===== src/rtl/capture_if.sv =====
// Control bundle between the LA sampler/command path and the capture sequencer.
// The sequencer attaches through the slave modport; the host side uses master.
`timescale 1ns/1ps
interface capture_if #(
  parameter int AW = 9
);
  logic          run;
  logic          wrt_smpl;
  logic          triggered;
  logic [AW-1:0] trig_pos;
  logic          clr_cap_done;
  logic          we;
  logic [AW-1:0] waddr;
  logic          armed;
  logic          capture_done;
  logic [AW-1:0] trig_ptr;

  modport master (
    output run, wrt_smpl, triggered, trig_pos, clr_cap_done,
    input  we, waddr, armed, capture_done, trig_ptr
  );

  modport slave (
    input  run, wrt_smpl, triggered, trig_pos, clr_cap_done,
    output we, waddr, armed, capture_done, trig_ptr
  );
endinterface


===== src/rtl/capture_ctrl.sv =====
// Capture sequencer for the LA sample RAM: fills a circular pre-trigger history,
// counts post-trigger samples, then freezes the buffer and reports the dump start.
`timescale 1ns/1ps
module capture_ctrl #(
  parameter int ENTRIES = 384,
  parameter int AW      = 9
) (
  input  logic     clk,
  input  logic     rst_n,
  capture_if.slave bus
);

  typedef enum logic [1:0] {
    ST_IDLE = 2'd0,
    ST_PRE  = 2'd1,
    ST_POST = 2'd2,
    ST_DONE = 2'd3
  } state_e;

  localparam logic [AW:0]   ENT_W     = (AW+1)'(ENTRIES);
  localparam logic [AW:0]   CNT_ZERO  = {(AW+1){1'b0}};
  localparam logic [AW:0]   CNT_ONE   = {{AW{1'b0}}, 1'b1};
  localparam logic [AW-1:0] ADDR_ZERO = {AW{1'b0}};
  localparam logic [AW-1:0] ADDR_ONE  = {{(AW-1){1'b0}}, 1'b1};
  localparam logic [AW-1:0] ADDR_LAST = AW'(ENTRIES - 1);

  state_e        state_q, state_d;
  logic [AW-1:0] waddr_q, waddr_d;
  logic [AW-1:0] trig_ptr_q, trig_ptr_d;
  logic [AW:0]   smpl_cnt_q, smpl_cnt_d;
  logic [AW:0]   post_cnt_q, post_cnt_d;
  logic          armed_q, armed_d;
  logic          done_q, done_d;
  logic [AW-1:0] waddr_inc_s;
  logic [AW:0]   tp_clamp_s;
  logic [AW:0]   arm_thr_s;
  logic          we_s;

  // Post-trigger depth clamped so at least one pre-trigger sample is always kept.
  assign tp_clamp_s  = ({1'b0, bus.trig_pos} >= ENT_W) ? (ENT_W - CNT_ONE) : {1'b0, bus.trig_pos};
  assign arm_thr_s   = ENT_W - tp_clamp_s;
  assign waddr_inc_s = (waddr_q == ADDR_LAST) ? ADDR_ZERO : (waddr_q + ADDR_ONE);
  assign we_s        = bus.wrt_smpl & ((state_q == ST_PRE) | (state_q == ST_POST));

  // Next-state, address/counter update and capture bookkeeping.
  always_comb begin
    state_d    = state_q;
    waddr_d    = waddr_q;
    trig_ptr_d = trig_ptr_q;
    smpl_cnt_d = smpl_cnt_q;
    post_cnt_d = post_cnt_q;
    armed_d    = armed_q;
    done_d     = done_q;
    case (state_q)
      ST_IDLE: begin
        waddr_d    = ADDR_ZERO;
        smpl_cnt_d = CNT_ZERO;
        post_cnt_d = CNT_ZERO;
        armed_d    = 1'b0;
        if (bus.run) begin
          state_d = ST_PRE;
        end else begin
          state_d = ST_IDLE;
        end
      end
      ST_PRE: begin
        if (!bus.run) begin
          state_d    = ST_IDLE;
          waddr_d    = ADDR_ZERO;
          smpl_cnt_d = CNT_ZERO;
          post_cnt_d = CNT_ZERO;
          armed_d    = 1'b0;
        end else begin
          if (bus.wrt_smpl) begin
            waddr_d    = waddr_inc_s;
            smpl_cnt_d = (smpl_cnt_q == ENT_W) ? ENT_W : (smpl_cnt_q + CNT_ONE);
          end else begin
            waddr_d    = waddr_q;
            smpl_cnt_d = smpl_cnt_q;
          end
          if (smpl_cnt_d >= arm_thr_s) begin
            armed_d = 1'b1;
          end else begin
            armed_d = armed_q;
          end
          // The registered armed flag qualifies the trigger; a same-cycle write stays pre-trigger.
          if (bus.triggered && armed_q) begin
            if (tp_clamp_s == CNT_ZERO) begin
              state_d    = ST_DONE;
              done_d     = 1'b1;
              trig_ptr_d = waddr_d;
            end else begin
              state_d    = ST_POST;
              post_cnt_d = CNT_ZERO;
            end
          end else begin
            state_d = ST_PRE;
          end
        end
      end
      ST_POST: begin
        if (!bus.run) begin
          state_d    = ST_IDLE;
          waddr_d    = ADDR_ZERO;
          smpl_cnt_d = CNT_ZERO;
          post_cnt_d = CNT_ZERO;
          armed_d    = 1'b0;
        end else if (bus.wrt_smpl) begin
          waddr_d    = waddr_inc_s;
          post_cnt_d = post_cnt_q + CNT_ONE;
          if (post_cnt_d == tp_clamp_s) begin
            state_d    = ST_DONE;
            done_d     = 1'b1;
            trig_ptr_d = waddr_d;
          end else begin
            state_d = ST_POST;
          end
        end else begin
          state_d = ST_POST;
        end
      end
      ST_DONE: begin
        if (bus.clr_cap_done) begin
          state_d    = ST_IDLE;
          done_d     = 1'b0;
          waddr_d    = ADDR_ZERO;
          smpl_cnt_d = CNT_ZERO;
          post_cnt_d = CNT_ZERO;
          armed_d    = 1'b0;
        end else begin
          state_d = ST_DONE;
        end
      end
      default: begin
        state_d    = ST_IDLE;
        done_d     = 1'b0;
        waddr_d    = ADDR_ZERO;
        smpl_cnt_d = CNT_ZERO;
        post_cnt_d = CNT_ZERO;
        armed_d    = 1'b0;
      end
    endcase
  end

  // State and datapath registers.
  always_ff @(posedge clk or negedge rst_n) begin
    if (!rst_n) begin
      state_q    <= ST_IDLE;
      waddr_q    <= ADDR_ZERO;
      trig_ptr_q <= ADDR_ZERO;
      smpl_cnt_q <= CNT_ZERO;
      post_cnt_q <= CNT_ZERO;
      armed_q    <= 1'b0;
      done_q     <= 1'b0;
    end else begin
      state_q    <= state_d;
      waddr_q    <= waddr_d;
      trig_ptr_q <= trig_ptr_d;
      smpl_cnt_q <= smpl_cnt_d;
      post_cnt_q <= post_cnt_d;
      armed_q    <= armed_d;
      done_q     <= done_d;
    end
  end

  assign bus.we           = we_s;
  assign bus.waddr        = waddr_q;
  assign bus.armed        = armed_q;
  assign bus.capture_done = done_q;
  assign bus.trig_ptr     = trig_ptr_q;

endmodule


===== src/flat_wrapper.sv =====
// flat-port wrapper written by rule: the top's interface ports become plain ports
module capture_ctrl_flat 
#(
  parameter int ENTRIES = 384,
  parameter int AW      = 9
)
  (clk, rst_n, bus_run, bus_wrt_smpl, bus_triggered, bus_trig_pos, bus_clr_cap_done, bus_we, bus_waddr, bus_armed, bus_capture_done, bus_trig_ptr);
  capture_if #(.AW(AW)) bus_i ();
  input  logic clk;
  input  logic rst_n;
  input wire logic [$bits(bus_i.run)-1:0] bus_run;
  input wire logic [$bits(bus_i.wrt_smpl)-1:0] bus_wrt_smpl;
  input wire logic [$bits(bus_i.triggered)-1:0] bus_triggered;
  input wire logic [$bits(bus_i.trig_pos)-1:0] bus_trig_pos;
  input wire logic [$bits(bus_i.clr_cap_done)-1:0] bus_clr_cap_done;
  output wire logic [$bits(bus_i.we)-1:0] bus_we;
  output wire logic [$bits(bus_i.waddr)-1:0] bus_waddr;
  output wire logic [$bits(bus_i.armed)-1:0] bus_armed;
  output wire logic [$bits(bus_i.capture_done)-1:0] bus_capture_done;
  output wire logic [$bits(bus_i.trig_ptr)-1:0] bus_trig_ptr;
  assign bus_i.run = bus_run;
  assign bus_i.wrt_smpl = bus_wrt_smpl;
  assign bus_i.triggered = bus_triggered;
  assign bus_i.trig_pos = bus_trig_pos;
  assign bus_i.clr_cap_done = bus_clr_cap_done;
  assign bus_we = bus_i.we;
  assign bus_waddr = bus_i.waddr;
  assign bus_armed = bus_i.armed;
  assign bus_capture_done = bus_i.capture_done;
  assign bus_trig_ptr = bus_i.trig_ptr;
  capture_ctrl #(.ENTRIES(ENTRIES), .AW(AW)) u_core (.clk(clk), .rst_n(rst_n), .bus(bus_i));
endmodule

===== config.mk =====
export PLATFORM = sky130hd
export DESIGN_NAME = capture_ctrl_flat
export DESIGN_NICKNAME = d
export VERILOG_FILES = /design/src/rtl/capture_if.sv /design/src/rtl/capture_ctrl.sv /design/src/flat_wrapper.sv
export SDC_FILE = /design/constraint.sdc
export NUM_CORES = 1
export LEC_CHECK = 0
export BUFFER_PORTS_ARGS = -buffer_cell sky130_fd_sc_hd__buf_2
export CORE_UTILIZATION = 50
export CTS_BUF_LIST = sky130_fd_sc_hd__clkbuf_4 sky130_fd_sc_hd__clkbuf_8 sky130_fd_sc_hd__clkbuf_16
export DETAILED_ROUTE_END_ITERATION = 7
export PLACE_DENSITY = 0.75
export SETUP_SLACK_MARGIN = 0.02
export SLEW_MARGIN = 15
export SYNTH_ARGS = -nofsm -noshare
export SYNTH_HDL_FRONTEND = slang
export SYNTH_SLANG_ARGS = --single-unit

===== constraint.sdc =====
create_clock -name clk -period 4.1 [get_ports clk]
set_input_delay 0.41 -clock clk [delete_from_list [all_inputs] [get_ports clk]]
set_output_delay 0.41 -clock clk [all_outputs]
set_load 0.05 [all_outputs]

# After elaboration in Yosys (flattened, before gate mapping)
# Index checks and enable logic that the tools add are counted.
[totals] mem_bits_rw=0 memories=0 inputBits=15 regBits=42 mem_bits_ro=0 latchBits=0
[classes] n_mul=0 n_bitwise=2 muxes=48 shifts=0 order_cmp=2 n_reduce_logical=11 div_mod_pow=0 addsub=4 eq_ne=18
[op_table] op="10-bit two-way mux" n=12
[op_table] op="9-bit two-way mux" n=11
[op_table] op="10-bit case mux with 4 select lines" n=2
[op_table] op="9-bit case mux with 3 select lines" n=1
[op_table] op="10-bit by 1-bit adder with 10-bit output (second input constant)" n=2
[op_table] op="9-bit case mux with 2 select lines" n=1
[op_table] op="2-bit != test (second input constant)" n=8
[op_table] op="1-bit two-way mux" n=14
[op_table] op="3-bit != test (second input constant)" n=4
[op_table] op="10-bit equality test" n=1
[op_table] op="10-bit by 9-bit equality test with 1-bit output (second input constant)" n=1
[op_table] op="10-bit greater-or-equal comparator" n=1
[op_table] op="10-bit zero test" n=1
[op_table] op="9-bit by 10-bit subtractor with 10-bit output (first input constant)" n=1
[op_table] op="9-bit by 1-bit adder with 9-bit output (second input constant)" n=1
[op_table] op="9-bit equality test (second input constant)" n=1
[op_table] op="9-bit greater-or-equal comparator (second input constant)" n=1
[op_table] op="2-bit two-way mux" n=4
[op_table] op="2-bit case mux with 4 select lines" n=1
[op_table] op="8-bit AND reduction" n=1
[op_table] op="7-bit AND reduction" n=1
[op_table] op="2-bit equality test (second input constant)" n=2
[op_table] op="1-bit case mux with 4 select lines" n=1
[op_table] op="4-bit AND reduction" n=1
[op_table] op="other kinds (11)" n=11

# Longest topological paths before layout
# Gate-level depths: netlist of run 1.
[depth] depth_word=9 mapped_depth=14 mapped_depth_nobuf=14

# Worst setup path after synthesis of run 1
# OpenSTA, ideal clock, no wires.
[synth_path] path_type="register to register" start="register u_core.smpl_cnt_q[0]" end="register u_core.armed_q, in the netlist u_core.bus.armed" period_less_slack_ns=3.305 arrival_time_ns=3.181 slack_ns=0.795 setup_ns=0.125 stages_incl_launch_ff=15 path_buffers=0 required_time_ns=3.975 cell_sequence="dfrtp_1 -> inv_1 -> ha_1 -> or4b_2 -> nor4_1 -> nand2b_1 -> ha_1 -> nand2b_1 -> a21o_1 -> a21o_1 -> a21o_1 -> a21o_1 -> a21oi_1 -> o41ai_1 -> mux2_2"
[synth_between] elab_chain_cells=8 word_cells_on_any_way=9 classes_between="add/sub (1); order compare (1); eq/ne (2); mux (4); reduce/logical (1)"
[synth_lines] item="from (decl)" line="capture_ctrl.sv:30" rtl="logic [AW:0] smpl_cnt_q, smpl_cnt_d;"
[synth_lines] item="from (signal assigned)" line="capture_ctrl.sv:159" rtl="smpl_cnt_q <= smpl_cnt_d;"
[synth_lines] item="10-bit by 1-bit adder with 10-bit output or 10-bit by 9-bit equality test with 1-bit output (tied branches)" line="capture_ctrl.sv:76" rtl="smpl_cnt_d = (smpl_cnt_q == ENT_W) ? ENT_W : (smpl_cnt_q + CNT_ONE);"
[synth_lines] item="10-bit two-way mux" line="capture_ctrl.sv:76"
[synth_lines] item="10-bit two-way mux (*)" line="capture_ctrl.sv:74" rtl="if (bus.wrt_smpl) begin"
[synth_lines] item="10-bit two-way mux (*)" line="capture_ctrl.sv:67" rtl="if (!bus.run) begin"
[synth_lines] item="10-bit two-way mux (*)" line="capture_ctrl.sv:54" rtl="case (state_q)"
[synth_lines] item="10-bit greater-or-equal comparator (*)" line="capture_ctrl.sv:81" rtl="if (smpl_cnt_d >= arm_thr_s) begin"
[synth_lines] item="3-bit != test (no source line) (*)"
[synth_lines] item="3-bit AND reduction (no source line) (*)"
[synth_lines] item="to (signal assigned)" line="capture_ctrl.sv:161" rtl="armed_q <= armed_d;"
[synth_lines] item="to (decl)" line="capture_ctrl.sv:32" rtl="logic armed_q, armed_d;"
# Mark *: on every way between the ends. The rest lies on a longest branch, timed or not. The select of a mux whose other input is x is not followed.
# A chain may end at the register's enable or synchronous reset.

# Worst setup path in the final report of run 1
# Ends and elaborated chain as after synthesis.

==> results.md, run 1 <==
Yosys:
- The share of flip-flops with an asynchronous set or reset is 1.00.
- For this run, the register share of the synthesized area comes to 0.314.
- The area fraction of the dominant cell type after synthesis is 0.314.
- The main flop type after synthesis is dfrtp_1.
- The largest total area in the synthesized netlist belongs to dfrtp_1.
- The number of cells produced by synthesis is about 390.
- The synthesized netlist occupies a cell area of 0.00335 mm^2.
- The mean instance size in the synthesized netlist is between 8 and 9 um^2.
- The number of nets handed over by synthesis was 427.
- For this run, the number of Yosys warnings is 0.
- The distinct cell type count after synthesis is 62.
- Counting flops with a built-in enable in the synthesized netlist gives 0.
- After synthesis the netlist holds a flip-flop and latch count of 42.
- Yosys attributes the largest share of cell area to dfrtp_1 31%, ha_1 7.1%, o21ai_0 6.0%.

STA:
- The final critical-path required period is between 3 and 4 ns.
- The number of endpoints failing setup at the final stage is 0.
- The total count of max-transition violations in the final report is 0.
- For the final database, setup skew stands at 0.00997 ns.
- The ratio of final minimum period to clock period is 0.898.
- The final hold violation count came to 0.
- In this run the tightest slew margin relative to its limit is 0.367.
- Setup repair after global routing left no endpoint under its margin.
- The measured slew at the worst slew-check pin is 0.949 ns.
- The worst hold slack across all endpoints is 0.255 ns.
- The setup slack after layout is 0.420 ns.
- Adding up every negative setup slack in the final design gives 0 ns.
- For this run, the top clock speed supported by timing is 0.272 GHz.

Layout:
- The commonest non-fill, non-tap cell in the layout is nand2_1.
- The fraction of final layout cells sized beyond drive strength 1 is 0.159.
- The library cells used most frequently in the layout, excluding fill and tap cells, are 43 x nand2_1, 42 x dfrtp_1, 40 x o21ai_0, 35 x buf_2, 26 x a21oi_1.
- The net total in the final layout is 447.
- The number of antenna diodes in the final layout is 0.
- The number of fillers in the final layout is around 600.
- Summing all non-filler instances in the final layout gives an area of ~0.0036 mm^2.
- The synthesis-to-layout area growth is 7.40%.

Setup path:
- For the worst setup path, the data required time is 4.29 ns.
- The largest fanout of any net on the critical path is 5.
- Data on the critical path arrives at its endpoint at about 3.9 ns.
- The category of the most critical setup path is flip-flop to flip-flop.
- STA classifies the critical path startpoint as a flip-flop.
- The element type at the critical path end is a flip-flop.

Clocking:
- The clock root buffer is clkbuf_8.
- The total of cells resized after clock tree synthesis is 0.
- After clock tree synthesis, the setup repair step added 0 buffers.
- The number of H-tree branching levels is 2.
- The clock net in this run drives a total of 42 sinks.
- Clock tree synthesis inserted a total of 5 buffers.
- The hold buffer count at CTS is 0.
- In this run the deepest clock path goes through 2 buffers.
- For the worst-skew pair, the clock arrives at the later sink with an insertion delay of around 0.3 ns.
- The CTS tree is built.
- Clock-pin slew was measured on the worst setup and hold paths at 0.09 ns.

Floorplanning:
- The number of cell rows is 29.
- The die span in y is 83.8 um.
- The width of the die is 83.8 um.
- The core region is roughly 0.0064 mm^2.
- For this configuration, the core starts out at a cell density of 0.521.
- In this run the count of I/O pins placed on the die edge is 36.
- The die area is 0.00702 mm^2.

Pwr:
- The worst-case IR drop observed on VDD is 0.151 mV.
- The static leakage is 1.59 nW.
- Dividing total power by cell area gives a power density of 261 mW/mm^2.

Outcome:
- The checks that failed: DRC.
- The flow ran to the end, but the final reports show violations.

GRT:
- Entering global routing, the biggest net connects 43 pins.
- The number of global-route vias before repair is 2829.
- The number of antenna violations at the first check in global routing is 0.
- The first global-routing pass estimated 13600 um of wire.
- The aggregate global routing overflow is 0.
- The total global routing track utilization is 0.239.

Detailed routing:
- Before antenna repair, the detailed router went through 7 iterations.
- The post-route antenna net violation count is 0.
- The count of unresolved DRC violations after routing is 4.
- The detailed router finished its first iteration with 290 violations.
- The detailed-route via count is 2930.
- Wires add up to 7780 um.
- Dividing the detail-routed wire length by the instance count gives around 16 um.
- The average via count per standard cell is 5.97.

Run:
- The max-capacitance violation count is 0.

Placed design:
- The count of input and output buffers is 35.
- The pre-CTS setup slack is slightly above 0.5 ns.
- Detailed placement ended at an HPWL of roughly 5700 um.
- The placed instances occupy a cell area of 0.00350 mm^2.
- The routability congestion estimate from global placement is between 0.8 and 0.9.

Min path:
- In this run the worst hold path is classified as primary input to asynchronous set/reset pin.
## worst max-delay path, cell delays in order (launching register included)
cell	delay, ns
dfrtp_1	0.44
inv_1	0.10
ha_1	0.14
or4b_2	0.58
nor4_1	0.56
nand2b_1	0.20
ha_1	0.22
nand2b_1	0.14
a21o_1	0.17
a21o_1	0.16
a21o_1	0.17
a21o_1	0.17
a21oi_1	0.14
o41ai_1	0.08
mux2_2	0.29
## cell type report
type | instances | area [um^2] | area share
Multi-Input combinational cell | 316 | 2130 | 0.591
Sequential cell | 42 | 1050 | 0.292
Timing Repair Buffer | 37 | 190 | 0.0529
Tap cell | 77 | 96.3 | 0.0268
Clock buffer | 5 | 68.8 | 0.0191
Inverter | 11 | 41.3 | 0.0115
Clock inverter | 3 | 21.3 | 0.00592
## cells in the mapped netlist (5+ instances only)
library cell and instances:
o31ai_1 13, mux2_4 5, xor2_1 10, nand2_1 43, nor3_1 9, xnor2_1 19, nor2_1 24, a21oi_1 26
nand4_1 9, a31oi_1 5, nand2b_1 7, clkbuf_1 16, and3_1 5, ha_1 19, dfrtp_1 42, nor2b_1 5
o21ai_0 40, nand3_1 14, inv_1 11, a21o_1 5
## metal layers
metal	up-vias	wire length, um	global-route usage
met5	-	0	0
met4	0	36	0.0737
met3	2	308	0.0336
met2	80	3840	0.396
met1	1398	3600	0.325
li1	1450	-	-
## through the flow
stage	total power, mW	util	cells
2_1_floorplan	0.609	-	393
3_3_place_gp	0.662	0.546	483
3_5_place_dp	0.669	0.546	483
4_1_cts	0.945	0.560	491
5_1_grt	0.983	0.560	491
6_report	0.937	0.560	491
## path summary, 6_finish.rpt
check | from | endpoint | slack (ns) | cells past startpoint
max reg2reg | u_core.smpl_cnt_q[0] | u_core.bus.armed | 0.42 | 14
min in group clk | bus_triggered | u_core.state_q[1] | 0.45 | 3
max | u_core.smpl_cnt_q[0] | u_core.bus.armed | 0.42 | 14
min | rst_n | u_core.smpl_cnt_q[9] | 0.26 | 1
min reg2reg | u_core.bus.trig_ptr[3] | u_core.bus.trig_ptr[3] | 0.51 | 1
max in group asynchronous | rst_n | u_core.post_cnt_q[2] | 3.25 | 1
## power breakdown
group / switching (mW) / internal [mW] / total [mW]
sequential: 0.0129 / 0.431 / 0.444
combinational: 0.150 / 0.0662 / 0.217
clock: 0.157 / 0.120 / 0.277
total: 0.320 / 0.617 / 0.937
## cells by family after synthesis
| group | after synthesis | synth area share |
|---|---|---|
| buf+inv | 35 | 0.0508 |
| xor+xnor | 31 | 0.0890 |
| flops | 42 | 0.314 |
| mux | 10 | 0.0378 |
| compound gates | 111 | 0.209 |
| fa+ha+maj | 19 | 0.0710 |
| other cells | 1 | 0.00112 |
| simple gates | 144 | 0.228 |
## sequential cells by signal (all words and copies together), names as in the netlist
| register | cells |
|---|---|
| u_core.bus.trig_ptr | 9 |
| u_core.smpl_cnt_q | 10 |
| u_core.bus.capture_done | 1 |
| u_core.state_q | 2 |
| u_core.bus.waddr | 9 |
| u_core.post_cnt_q | 10 |
| u_core.bus.armed | 1 |
Note: power is estimated with default switching activity, not from simulation.
==> inputs of run 2 (changes only) <==
RECOVER_POWER = 100   (was unset)
==> results.md, run 2 (same netlist as run 1, synthesis figures left out) <==
GRT:
- The global-route wire length before repair came to 13600 um (unchanged).
- The number of antenna violations at the first check in global routing is 0 (unchanged).
- The aggregate global routing overflow is 0 (unchanged).
- The total global routing track utilization is 0.239 (unchanged).
- The number of global-route vias before repair is 2829 (unchanged).
- The largest net degree at the start of global routing is 43 (unchanged).

Clocking:
- The number of post-CTS setup repair buffers is 0 (unchanged).
- The total of cells resized after clock tree synthesis is 0 (unchanged).
- The number of buffers inserted during clock tree synthesis came to 5 (unchanged).
- The maximum buffer depth of the clock tree is 2 (unchanged).
- The clock latency on the worst-skew pair was 0.30 ns (about the same).
- The hold buffer count at CTS came to 0 (unchanged).
- The clock-pin slew on the worst setup and hold paths was 0.09 ns (about the same).
- The root buffer cell chosen for the clock tree is clkbuf_8.
- TritonCTS built the clock tree.
- The clock sink count came to 42 (unchanged).
- The number of H-tree branching levels is 2 (unchanged).

Floorplanning:
- The core area is 0.00642 mm^2 (unchanged).
- The die area is 0.00702 mm^2 (unchanged).
- The initial core utilization was 0.521 (unchanged).
- The die span in y is 83.8 um (unchanged).
- The width of the die was 83.8 um (unchanged).
- The number of ports placed on the die boundary is 36 (unchanged).
- The number of cell rows is 29 (unchanged).

Setup path:
- The required arrival time at the worst endpoint is 4.28 ns (about the same).
- The cell with the biggest individual delay on the critical path is or4b_2.
- In this run the worst setup path terminates at u_core.bus.armed.
- The setup path with the least slack is of type flip-flop to flip-flop.
- The largest fanout of any net on the critical path is 5 (unchanged).
- The beginning of the worst register-to-register path is u_core.smpl_cnt_q[0].
- The internal reg-to-reg setup slack was 0.38 ns (-0.04 ns).
- The most used cell along the critical path is a21o_1.
- STA classifies the critical path endpoint as a flip-flop.
- The kind of start point of the critical path is a flip-flop.
- The depth of the worst register-to-register path is 14 (unchanged).
- The endpoint identified for the worst register-to-register timing path is u_core.bus.armed.
- Traced cell by cell, the critical path runs through inv_1 -> ha_1 -> or4b_2 -> nor4_1 -> nand2b_1 -> ha_1 -> nand2b_1 -> a21o_1 -> a21o_1 -> a21o_1 -> a21o_1 -> a21oi_1 -> o41ai_1 -> mux2_1.
- The longest individual stage delay on the worst path is 0.58 ns (about the same).
- The critical path arrival was 3.90 ns (+0.03 ns).
- The startpoint of the worst setup timing path is u_core.smpl_cnt_q[0].

Placed design:
- The total half-perimeter wirelength after legalization and detailed placement is 5710 um (unchanged).
- The routability congestion estimate from global placement is 0.897 (unchanged).
- The placed cell area was 0.00350 mm^2 (unchanged).
- The count of input and output buffers is 35 (unchanged).

STA:
- The worst hold slack across all endpoints is 0.452 ns (+0.197 ns).
- The maximum achievable frequency is 0.269 GHz (-1.0%).
- The number of endpoints failing setup at the final stage is 0 (unchanged).
- The setup TNS after final layout is 0 ns (unchanged).
- The measured slew at the worst slew-check pin is 2.29 ns (+1.34 ns).
- The final hold violation count is 0 (unchanged).
- The final clock skew is 0.0131 ns (+0.00315 ns).
- The total count of max-transition violations in the final report is 43 (+43).
- The ratio of final minimum period to clock period is 0.907 (+0.00918).
- The final critical-path required period is 3.72 ns (+0.0376 ns).
- The worst-case headroom to the max-slew limit is -0.525 (-0.892).
- Setup repair after global routing left no endpoint under its margin.

Pwr:
- The static leakage is 1.49 nW (-6.2%).
- The peak supply drop is 0.151 mV (-0.38%).
- The total power divided by cell area came to 263 mW/mm^2 (+0.98%).
- The net load switching power came to 0.320 mW (about the same).
- The sequential share of power is 0.478 (+0.004).
- The clock power share is 0.297 (+0.002).
- The switching power share of the total was 0.344 (+0.00223).
- The portion of total power attributed to combinational logic came to 0.225 (-0.006).
- The internal power component came to 0.610 mW (-1.1%).

Layout:
- The library cell used most frequently in the layout, excluding fill and tap cells, is nand2_1.
- The largest registers in the layout are u_core.post_cnt_q (10), u_core.smpl_cnt_q (10).
- The final instance area is 0.00353 mm^2 (-1.7%).
- The total inserted antenna cells was 0 (unchanged).
- The net total in the final layout came to 447 (unchanged).
- The fraction of final layout cells sized beyond drive strength 1 came to 0.0773 (-0.0821).
- The synthesis-to-layout area growth is 5.57%.
- Leaving out fill and tap cells, the most frequent cells in the layout are 43 x nand2_1, 42 x dfrtp_1, 40 x o21ai_0, 26 x a21oi_1, 25 x clkbuf_1.
- The core utilization of the finished layout is 0.550 (-0.00955).

Outcome:
- The final reports fail on DRC, capacitance limit, slew limit.
- The flow ran to the end, but the final reports show violations.

Detailed routing:
- The number of iterations in the first detailed-routing pass is 7 (unchanged).
- The average via count per standard cell came to 6.03 (+1.1%).
- The average wire per standard cell is 16.0 um (+0.82%).
- The detailed-route via count is 2962 (+1.1%).
- The count of unresolved DRC violations after routing came to 3 (-1).
- The initial detailed-routing violation count is 256 (-12%).
- The aggregate routed wire length is 7850 um (+0.82%).
- The post-route antenna net violation count came to 0 (unchanged).

Min path:
- In this run the worst hold path is classified as primary input to flip-flop.

Run:
- The max-capacitance violation count was 1 (+1).
run 2: cell types whose count changed in the layout (fill, tap and decap cells not counted), moves of 5 or more:
cell	before	now
mux2_4	5	0
mux2_1	0	6
clkbuf_1	0	25
buf_2	35	11
run 2: critical path: cells and delay by family (launching register included):
kind / cells / cell delay [ns]
adders and majority gates: 2 / 0.36
and+or+nand+nor: 4 / 1.48
AOI/OAI and AO/OA: 6 / 0.88
muxes: 1 / 0.33
buffers and inverters: 1 / 0.10
DFF: 1 / 0.44
run 2: metrics by stage:
stage | total power, mW | setup slack (ns) | instances
after detailed placement | 0.669 | 0.506 | 483
after global routing | 0.977 | 0.227 | 491
after floorplan | 0.609 | 0.795 | 393
after global placement | 0.662 | 0.668 | 483
after CTS | 0.945 | 0.479 | 491
final | 0.930 | 0.382 | 491
run 2: area by class of cell:
class | instances | area, um^2
Multi-Input combinational cell | 316 | 2100
Inverter | 11 | 41.3
Clock inverter | 3 | 21.3
Timing Repair Buffer | 37 | 156
Fill cell | 606 | 2890
Tap cell | 77 | 96.3
Sequential cell | 42 | 1050
Clock buffer | 5 | 68.8
run 2: power groups by stage:
stage          logic [mW]  clock network, mW  registers, mW
2_1_floorplan       0.104                  0          0.505
3_3_place_gp        0.211                  0          0.451
3_5_place_dp        0.217                  0          0.452
4_1_cts             0.218              0.284          0.444
5_1_grt             0.229              0.300          0.447
6_report            0.210              0.276          0.444
run 2: worst min path at each step:
stage / startpoint / end / cells past startpoint
floorplan: rst_n / u_core.bus.armed / 0
global placement: u_core.bus.trig_ptr[3] / u_core.bus.trig_ptr[3] / 1
detailed placement: u_core.bus.trig_ptr[8] / u_core.bus.trig_ptr[8] / 1
CTS: rst_n / u_core.bus.capture_done / 1
global route: bus_clr_cap_done / u_core.bus.capture_done / 3
finish: bus_triggered / u_core.state_q[1] / 3
run 2: per-layer routing:
| layer | wire length (um) | global-route usage | share of wire | vias up |
|---|---|---|---|---|
| li1 | - | - | - | 1455 |
| met1 | 3670 | 0.325 | 0.47 | 1421 |
| met2 | 3810 | 0.396 | 0.49 | 82 |
| met3 | 323 | 0.0336 | 0.041 | 4 |
| met4 | 39 | 0.0737 | 0.0050 | 0 |
| met5 | 0 | 0 | 0 | - |
==> inputs of run 3 (changes only) <==
REMOVE_ABC_BUFFERS = 1   (was unset)
==> results.md, run 3 (same netlist as run 1, synthesis figures left out) <==
Placed design:
- The pre-CTS setup slack is 0.707 ns (+0.201 ns).
- The routability congestion estimate from global placement is 0.849 (-5.3%).
- The post-placement cell count is 486 (+0.62%).
- The count of input and output buffers was 35 (unchanged).
- The placed cell area is 0.00353 mm^2 (+0.64%).
- The total half-perimeter wirelength after legalization and detailed placement is 5710 um (+0.11%).

Layout:
- Compared with the post-synthesis result, the final layout area differs by 6.13%.
- The commonest non-fill, non-tap cell in the layout is nand2_1.
- The net total in the final layout is 450 (+0.67%).
- The footprint of the multi-input gates is 0.00210 mm^2 (about the same).
- The number of fillers in the final layout is 601 (-0.83%).
- In the layout the commonest cells are 43 x nand2_1, 42 x dfrtp_1, 40 x o21ai_0, 26 x a21oi_1, 25 x clkbuf_1.
- The core utilization of the finished layout is 0.553 (+0.00292).
- The area used by sequential logic in the layout is 0.00105 mm^2 (unchanged).
- The count of non-filler cells in the finished layout was 494 (+0.61%).
- The fraction of final layout cells sized beyond drive strength 1 was 0.0911 (+0.0138).
- The final instance area is 0.00355 mm^2 (+0.53%).
- The total inserted antenna cells is 0 (unchanged).
- In the final layout, the registers with the most flip-flops are u_core.post_cnt_q (10), u_core.smpl_cnt_q (10).

STA:
- The total count of max-transition violations in the final report was 43 (unchanged).
- The setup slack after layout came to 0.640 ns (+0.258 ns).
- The setup TNS after final layout was 0 ns (unchanged).
- The ratio of final minimum period to clock period is 0.844 (-0.0629).
- The worst hold slack across all endpoints is 0.437 ns (-0.0150 ns).
- The final clock skew was 0.0145 ns (+0.00140 ns).
- The number of endpoints failing setup at the final stage is 0 (unchanged).
- The final critical-path required period is 3.46 ns (-0.258 ns).
- The maximum achievable frequency is 0.289 GHz (+7.5%).
- The final hold violation count is 0 (unchanged).
- Setup repair after global routing left no endpoint under its margin.
- The measured slew at the worst slew-check pin is 2.29 ns (+0.00308 ns).
- The worst-case headroom to the max-slew limit came to -0.527 (-0.00205).

GRT:
- The aggregate global routing overflow is 0 (unchanged).
- The largest net degree at the start of global routing is 43 (unchanged).
- The number of global-route vias before repair came to 2860 (+1.1%).
- The total global routing track utilization came to 0.239 (-0.000647).
- The global-route wire length before repair is 13400 um (-1.7%).
- The number of antenna violations at the first check in global routing came to 0 (unchanged).

Pwr:
- The clock power share is 0.303 (+0.006).
- The static leakage is 1.51 nW (+1.2%).
- The switching power share of the total came to 0.339 (-0.00455).
- The net load switching power was 0.317 mW (-0.99%).
- The sequential share of power came to 0.475 (-0.003).
- The internal power component is 0.617 mW (+1.0%).
- The post-layout total power is 0.934 mW (+0.34%).
- The portion of total power attributed to combinational logic came to 0.223 (-0.002).
- The total power divided by cell area is 263 mW/mm^2 (-0.19%).
- The peak supply drop is 0.202 mV (+34%).

Setup path:
- The largest fanout of any net on the critical path was 5 (unchanged).
- The cell with the biggest individual delay on the critical path is or4b_2.
- The depth of the worst register-to-register path was 15 (+1).
- The beginning of the worst register-to-register path is u_core.smpl_cnt_q[0].
- The endpoint of the worst register-to-register path is u_core.bus.armed.
- The most used cell along the critical path is a21o_1.
- The critical path arrival is 3.66 ns (-0.24 ns).
- The number of buffer and inverter instances along the worst setup path came to 2 (+1).
- The family with the most delay on the worst path is simple AND/OR/NAND/NOR gates.
- The kind of start point of the critical path is a flip-flop.
- The startpoint of the worst setup timing path is u_core.smpl_cnt_q[0].
- The internal reg-to-reg setup slack is 0.64 ns (+0.26 ns).
- The element type at the critical path end is a flip-flop.
- Traced cell by cell, the critical path runs through inv_1 -> ha_1 -> or4b_2 -> nor4_1 -> clkbuf_1 -> nand2b_1 -> ha_1 -> nand2b_1 -> a21o_1 -> a21o_1 -> a21o_1 -> a21o_1 -> a21oi_1 -> o41ai_1 -> mux2_2.
- The setup path with the least slack is of type flip-flop to flip-flop.
- The longest individual stage delay on the worst path is 0.60 ns (+0.02 ns).
- The total number of cells along the worst setup path is 15 (+1).
- The required arrival time at the worst endpoint was 4.30 ns (+0.02 ns).

Floorplanning:
- The core area is 0.00642 mm^2 (unchanged).
- The initial core utilization is 0.521 (unchanged).
- The number of cell rows came to 29 (unchanged).
- The width of the die is 83.8 um (unchanged).
- The die area came to 0.00702 mm^2 (unchanged).
- The die span in y is 83.8 um (unchanged).
- The number of ports placed on the die boundary was 36 (unchanged).

Run:
- The max-capacitance violation count is 1 (unchanged).

Detailed routing:
- The average via count per standard cell is 6.09 (+0.87%).
- The post-route antenna net violation count was 0 (unchanged).
- The highest layer touched by signal routing is met4.
- The post-route met1 wirelength came to 3560 um (-3.0%).
- The total length of routed met2 wires is 3690 um (-3.0%).
- The number of iterations in the first detailed-routing pass is 4 (-3).
- The detailed-route via count is 3006 (+1.5%).
- The length of routed met3 wiring is 353 um (+9.3%).
- The initial detailed-routing violation count was 172 (-33%).
- The average wire per standard cell came to 15.8 um (-1.4%).
- The aggregate routed wire length is 7780 um (-0.80%).
- The count of unresolved DRC violations after routing is 0 (-3).

Clocking:
- The number of buffers inserted during clock tree synthesis is 5 (unchanged).
- The total of cells resized after clock tree synthesis is 0 (unchanged).
- The maximum buffer depth of the clock tree is 2 (unchanged).
- The number of H-tree branching levels is 2 (unchanged).
- TritonCTS built the clock tree.
- The clock-pin slew on the worst setup and hold paths came to 0.09 ns (about the same).
- The clock latency on the worst-skew pair is 0.31 ns (about the same).
- The clock sink count is 42 (unchanged).
- The hold buffer count at CTS came to 0 (unchanged).
- The number of post-CTS setup repair buffers is 0 (unchanged).
- The clock root buffer is clkbuf_8.

Outcome:
- The flow ran to the end, but the final reports show violations.
- The checks that failed: capacitance limit, slew limit.

Min path:
- The path type of the worst min-delay path is primary input to flip-flop.
- The count of cells along the worst hold path is 3 (unchanged).
- The capture endpoint of the worst hold path is u_core.state_q[1].
- In this run the most critical hold path is launched from bus_triggered.
run 3: cell types whose count changed in the layout (fill, tap and decap cells not counted), sizes merged:
cell,delta
buf,+3
clkinvlp,-1
clkbuf,+1
run 3: worst reg2reg max path, stage by stage (launching register included):
cell      delay (ns)
dfrtp_1         0.43
inv_1           0.10
ha_1            0.15
or4b_2          0.60
nor4_1          0.19
clkbuf_1        0.21
nand2b_1        0.14
ha_1            0.22
nand2b_1        0.14
a21o_1          0.17
a21o_1          0.16
a21o_1          0.16
a21o_1          0.17
a21oi_1         0.14
o41ai_1         0.08
mux2_2          0.29
run 3: worst max-delay path by stage:
stage | endpoint | slack [ns]
6_report | u_core.bus.armed | 0.64
5_1_grt | u_core.bus.trig_ptr[4] | 0.37
4_1_cts | u_core.bus.armed | 0.66
3_5_place_dp | u_core.bus.armed | 0.71
3_3_place_gp | u_core.bus.armed | 0.83
2_1_floorplan | u_core.bus.armed | 0.79
run 3: layer usage:
layer,track usage,vias to the layer above
met4,0.0878,0
met2,0.388,84
li1,-,1465
met5,0,-
met1,0.315,1441
met3,0.0485,16
run 3: area by class of cell:
type	count	share of cell area
Timing Repair Buffer	40	0.0497
Sequential cell	42	0.296
Clock buffer	6	0.0215
Tap cell	77	0.0271
Clock inverter	2	0.00387
Multi-Input combinational cell	316	0.590
Inverter	11	0.0116
run 3: power groups by stage:
stage	Sequential, mW	Clock (mW)	Combinational (mW)
2_1_floorplan	0.505	0	0.0917
3_3_place_gp	0.451	0	0.213
3_5_place_dp	0.450	0	0.217
4_1_cts	0.442	0.289	0.218
5_1_grt	0.446	0.306	0.228
6_report	0.443	0.283	0.208
